===== src/rtl/wb_serial_master_pkg.sv =====
// rtl/wb_serial_master_pkg.sv - shared constants, state encoding and helpers for the serial Wishbone master
package wb_serial_master_pkg;

    localparam logic [7:0] CMD_WRITE = 8'h57;
    localparam logic [7:0] CMD_READ  = 8'h52;
    localparam logic [7:0] RSP_OK    = 8'h4B;
    localparam logic [7:0] RSP_ERR   = 8'h45;

    typedef enum logic [2:0] {
        IDLE = 3'd0,
        ADDR = 3'd1,
        DATA = 3'd2,
        BUS  = 3'd3,
        RESP = 3'd4
    } state_e;

    // Byte idx of a word, counted MSB first (idx 0 is bits 31:24).
    function automatic logic [7:0] word_byte(input logic [31:0] w, input logic [1:0] idx);
        case (idx)
            2'd0:    word_byte = w[31:24];
            2'd1:    word_byte = w[23:16];
            2'd2:    word_byte = w[15:8];
            default: word_byte = w[7:0];
        endcase
    endfunction

endpackage


===== src/rtl/wb_serial_master_if.sv =====
// rtl/wb_serial_master_if.sv - Wishbone classic bus bundle between the serial master and the interconnect
interface wb_serial_master_if;
    logic [31:0] wb_adr_o;
    logic [31:0] wb_dat_o;
    logic [31:0] wb_dat_i;
    logic [3:0]  wb_sel_o;
    logic        wb_we_o;
    logic        wb_cyc_o;
    logic        wb_stb_o;
    logic        wb_ack_i;
    logic        wb_err_i;
    logic        wb_rty_i;

    modport master (
        output wb_adr_o, wb_dat_o, wb_sel_o, wb_we_o, wb_cyc_o, wb_stb_o,
        input  wb_dat_i, wb_ack_i, wb_err_i, wb_rty_i
    );

    modport slave (
        input  wb_adr_o, wb_dat_o, wb_sel_o, wb_we_o, wb_cyc_o, wb_stb_o,
        output wb_dat_i, wb_ack_i, wb_err_i, wb_rty_i
    );
endinterface


===== src/rtl/wb_serial_timer.sv =====
// rtl/wb_serial_timer.sv - saturating cycle counter; expire_o holds once LIMIT-1 is reached
module wb_serial_timer #(
    parameter int LIMIT = 16
) (
    input  logic clk,
    input  logic reset_n,
    input  logic en_i,
    input  logic clr_i,
    output logic expire_o
);

    localparam int W = (LIMIT > 1) ? $clog2(LIMIT) : 1;
    localparam logic [W-1:0] LAST = W'(LIMIT - 1);

    logic [W-1:0] cnt_q;
    logic [W-1:0] cnt_d;

    always_comb begin
        cnt_d = cnt_q;
        if (clr_i) begin
            cnt_d = '0;
        end else if (en_i && (cnt_q != LAST)) begin
            cnt_d = cnt_q + W'(1);
        end
    end

    always_ff @(posedge clk) begin
        if (!reset_n) begin
            cnt_q <= '0;
        end else begin
            cnt_q <= cnt_d;
        end
    end

    assign expire_o = (cnt_q == LAST);

endmodule


===== src/rtl/wb_serial_master.sv =====
// rtl/wb_serial_master.sv - byte-stream command parser driving single Wishbone classic cycles
module wb_serial_master
    import wb_serial_master_pkg::*;
#(
    parameter int timeout_cycles = 1024,
    parameter int rx_gap_cycles  = 100000
) (
    input  logic                      clk,
    input  logic                      reset_n,
    input  logic [7:0]                rx_data,
    input  logic                      rx_valid,
    output logic [7:0]                tx_data,
    output logic                      tx_valid,
    input  logic                      tx_ready,
    wb_serial_master_if.master        wb,
    output logic                      busy
);

    state_e      state_q, state_d;
    logic        is_write_q, is_write_d;
    logic [1:0]  byte_cnt_q, byte_cnt_d;
    logic [31:0] adr_q, adr_d;
    logic [31:0] wdat_q, wdat_d;
    logic [31:0] rdat_q, rdat_d;
    logic        cyc_q, cyc_d;
    logic        we_q, we_d;
    logic [3:0]  sel_q, sel_d;
    logic        rsp_multi_q, rsp_multi_d;
    logic        tx_valid_q, tx_valid_d;
    logic [7:0]  tx_data_q, tx_data_d;

    logic in_cmd;
    logic in_bus;
    logic bus_expire;
    logic gap_expire;

    assign in_cmd = (state_q == ADDR) || (state_q == DATA);
    assign in_bus = (state_q == BUS);

    wb_serial_timer #(.LIMIT(timeout_cycles)) u_bus_timer (
        .clk      (clk),
        .reset_n  (reset_n),
        .en_i     (in_bus),
        .clr_i    (!in_bus),
        .expire_o (bus_expire)
    );

    // Any received byte restarts the inter-byte gap window.
    wb_serial_timer #(.LIMIT(rx_gap_cycles)) u_gap_timer (
        .clk      (clk),
        .reset_n  (reset_n),
        .en_i     (in_cmd),
        .clr_i    (!in_cmd || rx_valid),
        .expire_o (gap_expire)
    );

    always_comb begin
        state_d     = state_q;
        is_write_d  = is_write_q;
        byte_cnt_d  = byte_cnt_q;
        adr_d       = adr_q;
        wdat_d      = wdat_q;
        rdat_d      = rdat_q;
        cyc_d       = cyc_q;
        we_d        = we_q;
        sel_d       = sel_q;
        rsp_multi_d = rsp_multi_q;
        tx_valid_d  = tx_valid_q;
        tx_data_d   = tx_data_q;

        case (state_q)
            IDLE: begin
                if (rx_valid && ((rx_data == CMD_WRITE) || (rx_data == CMD_READ))) begin
                    is_write_d = (rx_data == CMD_WRITE);
                    byte_cnt_d = 2'd0;
                    state_d    = ADDR;
                end
            end
            ADDR: begin
                if (rx_valid) begin
                    adr_d      = {adr_q[23:0], rx_data};
                    byte_cnt_d = byte_cnt_q + 2'd1;
                    if (byte_cnt_q == 2'd3) begin
                        if (is_write_q) begin
                            state_d = DATA;
                        end else begin
                            state_d = BUS;
                            cyc_d   = 1'b1;
                            we_d    = 1'b0;
                            sel_d   = 4'hF;
                        end
                    end
                end else if (gap_expire) begin
                    state_d = IDLE;
                end
            end
            DATA: begin
                if (rx_valid) begin
                    wdat_d     = {wdat_q[23:0], rx_data};
                    byte_cnt_d = byte_cnt_q + 2'd1;
                    if (byte_cnt_q == 2'd3) begin
                        state_d = BUS;
                        cyc_d   = 1'b1;
                        we_d    = 1'b1;
                        sel_d   = 4'hF;
                    end
                end else if (gap_expire) begin
                    state_d = IDLE;
                end
            end
            BUS: begin
                // ack is checked first so it wins over a simultaneous err/rty.
                if (wb.wb_ack_i || wb.wb_err_i || wb.wb_rty_i || bus_expire) begin
                    cyc_d      = 1'b0;
                    we_d       = 1'b0;
                    sel_d      = 4'h0;
                    tx_valid_d = 1'b1;
                    byte_cnt_d = 2'd0;
                    state_d    = RESP;
                    if (wb.wb_ack_i && !is_write_q) begin
                        rdat_d      = wb.wb_dat_i;
                        rsp_multi_d = 1'b1;
                        tx_data_d   = wb.wb_dat_i[31:24];
                    end else begin
                        rsp_multi_d = 1'b0;
                        tx_data_d   = wb.wb_ack_i ? RSP_OK : RSP_ERR;
                    end
                end
            end
            RESP: begin
                if (tx_valid_q && tx_ready) begin
                    if (!rsp_multi_q || (byte_cnt_q == 2'd3)) begin
                        tx_valid_d = 1'b0;
                        state_d    = IDLE;
                    end else begin
                        byte_cnt_d = byte_cnt_q + 2'd1;
                        tx_data_d  = word_byte(rdat_q, byte_cnt_q + 2'd1);
                    end
                end
            end
            default: begin
                state_d = IDLE;
            end
        endcase
    end

    always_ff @(posedge clk) begin
        if (!reset_n) begin
            state_q     <= IDLE;
            is_write_q  <= 1'b0;
            byte_cnt_q  <= 2'd0;
            adr_q       <= '0;
            wdat_q      <= '0;
            rdat_q      <= '0;
            cyc_q       <= 1'b0;
            we_q        <= 1'b0;
            sel_q       <= 4'h0;
            rsp_multi_q <= 1'b0;
            tx_valid_q  <= 1'b0;
            tx_data_q   <= 8'h00;
        end else begin
            state_q     <= state_d;
            is_write_q  <= is_write_d;
            byte_cnt_q  <= byte_cnt_d;
            adr_q       <= adr_d;
            wdat_q      <= wdat_d;
            rdat_q      <= rdat_d;
            cyc_q       <= cyc_d;
            we_q        <= we_d;
            sel_q       <= sel_d;
            rsp_multi_q <= rsp_multi_d;
            tx_valid_q  <= tx_valid_d;
            tx_data_q   <= tx_data_d;
        end
    end

    assign wb.wb_adr_o = adr_q;
    assign wb.wb_dat_o = wdat_q;
    assign wb.wb_sel_o = sel_q;
    assign wb.wb_we_o  = we_q;
    assign wb.wb_cyc_o = cyc_q;
    assign wb.wb_stb_o = cyc_q;
    assign tx_data     = tx_data_q;
    assign tx_valid    = tx_valid_q;
    assign busy        = (state_q != IDLE);

endmodule


===== src/flat_wrapper.sv =====
// flat-port wrapper written by rule: the top's interface ports become plain ports
module wb_serial_master_flat import wb_serial_master_pkg::*;
#(
    parameter int timeout_cycles = 1024,
    parameter int rx_gap_cycles  = 100000
)
  (clk, reset_n, rx_data, rx_valid, tx_data, tx_valid, tx_ready, busy, wb_wb_adr_o, wb_wb_dat_o, wb_wb_sel_o, wb_wb_we_o, wb_wb_cyc_o, wb_wb_stb_o, wb_wb_dat_i, wb_wb_ack_i, wb_wb_err_i, wb_wb_rty_i);
  wb_serial_master_if wb_i ();
  input  logic clk;
  input  logic reset_n;
  input  logic [7:0] rx_data;
  input  logic rx_valid;
  output logic [7:0] tx_data;
  output logic tx_valid;
  input  logic tx_ready;
  output logic busy;
  output wire logic [$bits(wb_i.wb_adr_o)-1:0] wb_wb_adr_o;
  output wire logic [$bits(wb_i.wb_dat_o)-1:0] wb_wb_dat_o;
  output wire logic [$bits(wb_i.wb_sel_o)-1:0] wb_wb_sel_o;
  output wire logic [$bits(wb_i.wb_we_o)-1:0] wb_wb_we_o;
  output wire logic [$bits(wb_i.wb_cyc_o)-1:0] wb_wb_cyc_o;
  output wire logic [$bits(wb_i.wb_stb_o)-1:0] wb_wb_stb_o;
  input wire logic [$bits(wb_i.wb_dat_i)-1:0] wb_wb_dat_i;
  input wire logic [$bits(wb_i.wb_ack_i)-1:0] wb_wb_ack_i;
  input wire logic [$bits(wb_i.wb_err_i)-1:0] wb_wb_err_i;
  input wire logic [$bits(wb_i.wb_rty_i)-1:0] wb_wb_rty_i;
  assign wb_wb_adr_o = wb_i.wb_adr_o;
  assign wb_wb_dat_o = wb_i.wb_dat_o;
  assign wb_wb_sel_o = wb_i.wb_sel_o;
  assign wb_wb_we_o = wb_i.wb_we_o;
  assign wb_wb_cyc_o = wb_i.wb_cyc_o;
  assign wb_wb_stb_o = wb_i.wb_stb_o;
  assign wb_i.wb_dat_i = wb_wb_dat_i;
  assign wb_i.wb_ack_i = wb_wb_ack_i;
  assign wb_i.wb_err_i = wb_wb_err_i;
  assign wb_i.wb_rty_i = wb_wb_rty_i;
  wb_serial_master #(.timeout_cycles(timeout_cycles), .rx_gap_cycles(rx_gap_cycles)) u_core (.clk(clk), .reset_n(reset_n), .rx_data(rx_data), .rx_valid(rx_valid), .tx_data(tx_data), .tx_valid(tx_valid), .tx_ready(tx_ready), .wb(wb_i), .busy(busy));
endmodule

===== config.mk =====
export PLATFORM = sky130hd
export DESIGN_NAME = wb_serial_master_flat
export DESIGN_NICKNAME = d
export VERILOG_FILES = /design/src/rtl/wb_serial_master_pkg.sv /design/src/rtl/wb_serial_master_if.sv /design/src/rtl/wb_serial_timer.sv /design/src/rtl/wb_serial_master.sv /design/src/flat_wrapper.sv
export SDC_FILE = /design/constraint.sdc
export NUM_CORES = 1
export LEC_CHECK = 0
export ABC_AREA = 0
export BUFFER_PORTS_ARGS = -buffer_cell sky130_fd_sc_hd__buf_2
export CAP_MARGIN = 5
export CORE_ASPECT_RATIO = 1.25
export CORE_UTILIZATION = 40
export CTS_BUF_LIST = sky130_fd_sc_hd__clkbuf_8
export CTS_CLUSTER_SIZE = 40
export DETAILED_ROUTE_END_ITERATION = 10
export GPL_TIMING_DRIVEN = 0
export PLACE_DENSITY_LB_ADDON = 0.25
export SLEW_MARGIN = 5
export SYNTH_ARGS = -nofsm -noshare
export SYNTH_HDL_FRONTEND = slang
export SYNTH_SLANG_ARGS = --single-unit
export TNS_END_PERCENT = 50

===== constraint.sdc =====
create_clock -name clk -period 4 [get_ports clk]
set_input_delay 1 -clock clk [delete_from_list [all_inputs] [get_ports clk]]
set_output_delay 1 -clock clk [all_outputs]
set_load 0.005 [all_outputs]

=== Yosys cells after proc, flatten, opt, wreduce, memory -nomap -nowiden ===
Index checks and enable logic that the tools add are counted.

* Latch bits: 0
* Input port bits: 47
* Memories kept: 0
* Register bits after elaboration: 145
* Memory bits (writable): 0
* Logic and storage cells: 125
* Memory bits (read-only): 0
* Output and inout bits: 81

* Multipliers: 0
* Magnitude comparators: 0
* Bitwise operators: 1
* Divide/modulo/power cells: 0
* Add/sub/neg operators: 3
* Shifts and indexed selects: 0
* Multiplexer cells: 47
* Reduce and logical (&&, ||, !) cells: 34
* Equality and inequality tests: 26

{| class="wikitable"
|+ Operator list
! cell !! count
|-
| 8-bit 2-to-1 mux || 4
|-
| 4-bit 2-to-1 mux || 7
|-
| 3-bit 2-to-1 mux || 9
|-
| 8-bit one-hot mux with 3 select lines || 1
|-
| 17-bit by 1-bit adder with 17-bit output, second input constant || 1
|-
| 17-bit equality test, second input constant || 1
|-
| 17-bit != test, second input constant || 1
|-
| 8-bit by 7-bit equality test with 1-bit output, second input constant || 2
|-
| 8-bit one-hot mux with 2 select lines || 1
|-
| 3-bit one-hot mux with 5 select lines || 1
|-
| 1-bit 2-to-1 mux || 14
|-
| 2-bit != test, second input constant || 6
|-
| 4-bit one-hot mux with 3 select lines || 1
|-
| 6-bit AND reduction || 2
|-
| 10-bit by 1-bit adder with 10-bit output, second input constant || 1
|-
| 10-bit equality test, second input constant || 1
|-
| 2-bit 2-to-1 mux || 5
|-
| 10-bit != test, second input constant || 1
|-
| 2-bit by 1-bit != test with 1-bit output, second input constant || 5
|-
| 2-bit AND reduction || 5
|-
| 2-bit one-hot mux with 4 select lines || 1
|-
| 4-bit AND reduction || 2
|-
| 1-bit logical OR || 7
|-
| 7-bit AND reduction || 1
|-
| other kinds (19) || 31
|}

=== Depth between registers and ports, before layout ===
* Depth after elaboration: 6
* Gate-level depth with buffers: 8
* Depth with buffers taken out: 7

=== Cells and area by module ===
From an unflattened synthesis, not the netlist that was laid out.

* Cells, all modules: 773
* Area total of the unflattened synthesis: 6,645.1 µm²

{| class="wikitable"
|+ By module, submodules not included
! module !! instances !! cells an instance !! seq. area each (µm²) !! area each (µm²)
|-
| wb_serial_master || 1 || 596 || 2,282.2 || 5,011.1
|-
| wb_serial_timer at u_core.u_gap_timer || 1 || 106 || 340.3 || 949.7
|-
| wb_serial_timer at u_core.u_bus_timer || 1 || 71 || 200.2 || 684.4
|}

=== Least setup slack after synthesis ===
OpenSTA, ideal clock, no wires.

* Path kind: input port to flip-flop
* Start point: in wb_wb_ack_i
* End point: reg u_core.tx_data_q[0], in the netlist u_core.tx_data[0]
* Data required time: 3.884 ns
* Library setup time: 0.116 ns
* Slack: 1.726 ns
* Path buffers: 1
* Arrival time: 2.158 ns
* Stages on the path: 5
* Cells stage by stage: or3_1 -> a31oi_2 -> o22ai_2 -> buf_2 -> o211a_1

* Word-level cells in the longest chain between the ends: 5
* Elaborated cells between the ends (all ways): 9
* Classes of those cells: 1 x eq/ne; 3 x mux; 5 x reduce/logical

{| class="wikitable"
|+ Ends and longest elaborated chain
! element !! RTL line !! RTL
|-
| start: declaration || flat_wrapper.sv:24 || <nowiki>input wire logic [$bits(wb_i.wb_ack_i)-1:0] wb_wb_ack_i;</nowiki>
|-
| 1-bit logical OR (3 in series) || wb_serial_master.sv:113 || <nowiki>if (wb.wb_ack_i || wb.wb_err_i || wb.wb_rty_i || bus_expire) begin</nowiki>
|-
| 2-bit by 1-bit != test with 1-bit output (no line) || n/a ||
|-
| 4-bit AND reduction (no line) || n/a ||
|-
| end signal: assignment || wb_serial_master.sv:173 || <nowiki>tx_data_q <= tx_data_d;</nowiki>
|-
| end: declaration || wb_serial_master.sv:30 || <nowiki>logic [7:0] tx_data_q, tx_data_d;</nowiki>
|}

Several ways; a longest one is shown, not always the timed one. The select of a mux whose other input is x is not followed.
A chain may end at the register's enable or synchronous reset.

=== Worst setup path in the final report ===
* Start point: reg u_core.state_q[1]
* End point: out busy

* Word-level cells in the longest chain between the ends: 1

{| class="wikitable"
|+ Ends and longest elaborated chain
! element !! RTL line !! RTL
|-
| start: declaration || wb_serial_master.sv:19 || <nowiki>state_e state_q, state_d;</nowiki>
|-
| start signal: assignment || wb_serial_master.sv:162 || <nowiki>state_q <= state_d;</nowiki>
|-
| 3-bit nonzero test || wb_serial_master.sv:185 || <nowiki>assign busy = (state_q != IDLE);</nowiki>
|-
| end: declaration || flat_wrapper.sv:16 || <nowiki>output logic busy;</nowiki>
|}

Every way passes these cells.

==> flow_summary.toml <==
[outcome]
outcome = "finished clean"

[pwr]
p_comb_share_pct = 10.5
leakage_uw = 0.00296
ir_drop_v = 0.000191
p_per_area_mw_per_mm2 = 375
seq_power_share_pct = 51.7
p_sw_share_pct = 26.5
p_sw_uw = 736
pwr-share-clk_pct = 37.8
internal_power_uw = 2040

[worst_hold_path]
min_path_type = "reg2reg"

[global_routing]
antenna_found_initial = 1
grt_pass1_vias = 5126
track_usage_pct = 19.7
overflow = 0
grt_pass1_wl_um = 24700
grt_max_degree = 17

[synth]
yosys_register_bits = 141
synth_area_mm2 = 0.00617
yosysTopAreaCell = "dfxtp_1"
ys.flop_type = "dfxtp_1"
synthDistinctLibCells = 55
avgSynthCellArea_um2 = 8.47
synth_nets = 783
synth_top_cells_by_area = "dfxtp_1 (46%), nand2_1 (13%), a21boi_0 (9.7%), xor2_1 (2.8%), a21boi_1 (2.4%)"
yosys_warnings = 0
syn_inst = 729
synth_async_sr_flop_share_pct = 0
synth_edf_count = 0
synth_top_area_share_pct = 45.7
ys_seq_area_share_pct = 45.7

[drt]
drtIter0Drc = 305
num_vias = 5386
drc = 0
post_drt_wl_per_cell_um = 14.3
wl_met1_um = 6560
firstDrtPassIters = 5
wl_met3_um = 737
via_per_inst = 5.04
dr.max_layer_used = "met4"
wl_met2_um = 7460
ant_nets = 0
wl_um = 15300

[cells_and_area]
mostFrequentLayoutCell = "nand2_1"
syn2layout_area_growth_pct = 19.8
multi_input_area_mm2 = 0.00305
num_antenna_cells = 0
ff_latch_area_mm2 = 0.00282
drive_above_1_share_pct = 22.1
fin_nets = 929
final_cell_mix = "nand2_1 (219), buf_2 (145), dfxtp_1 (141)"
fill_cells = 1509

[critical_path]
cp-endpoint = "busy"
cp-startpoint = "u_core.state_q[1]$_SDFFE_PN0P_"
crit_slowest_cell = "dfxtp_1"
critPathKind = "reg2out"
reg2reg_slack_ps = 1960
critPathMaxStageDelay_ps = 390
path_cells = "buf_2 > nor3_1 > inv_1 > buf_2"
r2r_start = "u_core.u_bus_timer.cnt_q[0]$_SDFFE_PN0P_"
critPathLaunchType = "flip-flop"
r2r.worst_path.cells = 7
worst-path-max-fanout = 10
cp_common_cell = "buf_2"
reg2reg_to = "u_core.tx_data[6]$_SDFFE_PN0P_"
cp.required_ps = 3000
arrival_ps = 1590
endpoint_kind = "output pin"

[sta]
finalSetupViolCount = 0
worst_slack_ps = 1410
slew_viol_final = 0
rsz0062_at_grt = "false"
fin_setup_tns_ps = 0
relSlewSlack_pct = 54.1
min_period_over_period_pct = 64.8
hold_viol_final = 0
period_needed_ps = 2590
clock.fmax_ghz = 0.386
skew_ps = 9.30
tightest_slew_ps = 689

[die]
dieWidth_um = 113
initial_utilization_pct = 41.1
die_h_um = 141
num_rows = 50
core_mm2 = 0.0150
die_area_mm2 = 0.0159
io_pins = 128

[clocking]
clock-sinks = 141
cts_setup_buffers = 0
clockBufferDepth = 2
cts_tree = "built"
clk_pin_slew_ps = 80
cts_max_level = 4
clock_latency_ps = 450
cts-root-buf = "clkbuf_8"
cts_resized = 0
numCtsBuffers = 17
holdBufCountCts = 0

[placement]
place.gp.congestion = 0.804
hpwl_um = 11300
place.port_buffers = 127
dp_slack_ps = 1250

[job]
cap_viol_max_count = 0
-- flip-flops by register name, summed over array words and instances (netlist names) --
register and flops:
u_core.byte_cnt_q 2, u_core.is_write_q 1, u_core.rdat_q 32, u_core.rsp_multi_q 1
u_core.state_q 3, u_core.tx_data 8, u_core.tx_valid 1, u_core.u_bus_timer.cnt_q 10
u_core.u_gap_timer.cnt_q 17, u_core.wb.wb_adr_o 32, u_core.wb.wb_dat_o 32, u_core.wb.wb_sel_o 1
u_core.wb.wb_we_o 1
-- power groups by stage --
stage | Combinational (µW) | Clock [µW] | Sequential, µW
floorplan | 194 | 0 | 1470
global placement | 293 | 0 | 1470
detailed placement | 293 | 0 | 1470
CTS | 295 | 1080 | 1440
global route | 323 | 1140 | 1440
finish | 291 | 1050 | 1440
-- cell families (layout without fill, tap and decap cells) --
| family | after synthesis | in the layout | synth area share (%) |
|---|---|---|---|
| compound gates | 159 | 159 | 19.5 |
| xor+xnor | 25 | 25 | 3.67 |
| fa+ha+maj | 7 | 7 | 1.42 |
| buf+inv | 67 | 225 | 4.86 |
| flops | 141 | 141 | 45.7 |
| mux | 9 | 9 | 1.46 |
| simple gates | 321 | 321 | 23.4 |
-- worst max-delay path: cells and delay by family (launching register included) --
kind	cells	cell delay (ps)
flops	1	390
buf+inv	3	470
simple gates	1	280
-- how the worst min path moves through the flow --
| stage | startpoint | to | slack [ps] | cells after the start |
|---|---|---|---|---|
| after floorplan | u_core.rdat_q[24]$_SDFFE_PN0P_ | u_core.rdat_q[24]$_SDFFE_PN0P_ | 430 | 2 |
| after global placement | u_core.wb.wb_dat_o[28]$_SDFFE_PN0P_ | u_core.wb.wb_dat_o[28]$_SDFFE_PN0P_ | 440 | 2 |
| after detailed placement | u_core.wb.wb_dat_o[28]$_SDFFE_PN0P_ | u_core.wb.wb_dat_o[28]$_SDFFE_PN0P_ | 440 | 2 |
| after CTS | u_core.wb.wb_dat_o[28]$_SDFFE_PN0P_ | u_core.wb.wb_dat_o[28]$_SDFFE_PN0P_ | 460 | 2 |
| after global routing | u_core.wb.wb_dat_o[28]$_SDFFE_PN0P_ | u_core.wb.wb_dat_o[28]$_SDFFE_PN0P_ | 480 | 2 |
| final | u_core.wb.wb_dat_o[28]$_SDFFE_PN0P_ | u_core.wb.wb_dat_o[28]$_SDFFE_PN0P_ | 450 | 2 |
-- through the flow --
stage          power, µW  instance area [µm²]  util [%]  hold slack (ps)  instances
6_report            2780                 7400      49.3              451       1069
3_5_place_dp        1760                 7040      46.9              444       1038
4_1_cts             2810                 7400      49.3              455       1069
5_1_grt             2900                 7400      49.3              481       1069
2_1_floorplan       1660                 6170         -              434        729
3_3_place_gp        1760                 7040      46.9              440       1038
-- cells in the mapped netlist, types with 4 or more instances --
master    count
nor2_1       33
nor3_1        4
o211a_1       8
nand2_1     219
inv_1        13
a31oi_1       6
xor2_1       20
dfxtp_1     141
nand4_1       7
o21ai_0       6
a21oi_1      11
xnor2_1       4
a21boi_1     20
nand3_1      16
a21boi_0     80
and3_1        5
clkbuf_1     26
a222oi_1      5
mux2i_1       9
buf_4         7
nand4b_1      5
buf_2        18
o211ai_1      7
ha_1          7
-- final cells by class --
type / count / share of cell area, %
clock buffers: 19 / 3.53
plain buffers: 54 / 3.40
well taps: 182 / 3.08
repair buffers: 127 / 8.59
inverters: 13 / 0.660
multi-input cells: 521 / 41.2
clock inverters: 12 / 1.34
flip-flops and latches: 141 / 38.2
-- per-layer routing --
layer | GRT usage (%) | vias to the layer above
li1 | - | 2753
met3 | 4.43 | 34
met1 | 22.3 | 2449
met4 | 9.97 | 0
met2 | 34.4 | 150
met5 | 0 | -
Note: power is estimated with default switching activity, not from simulation.
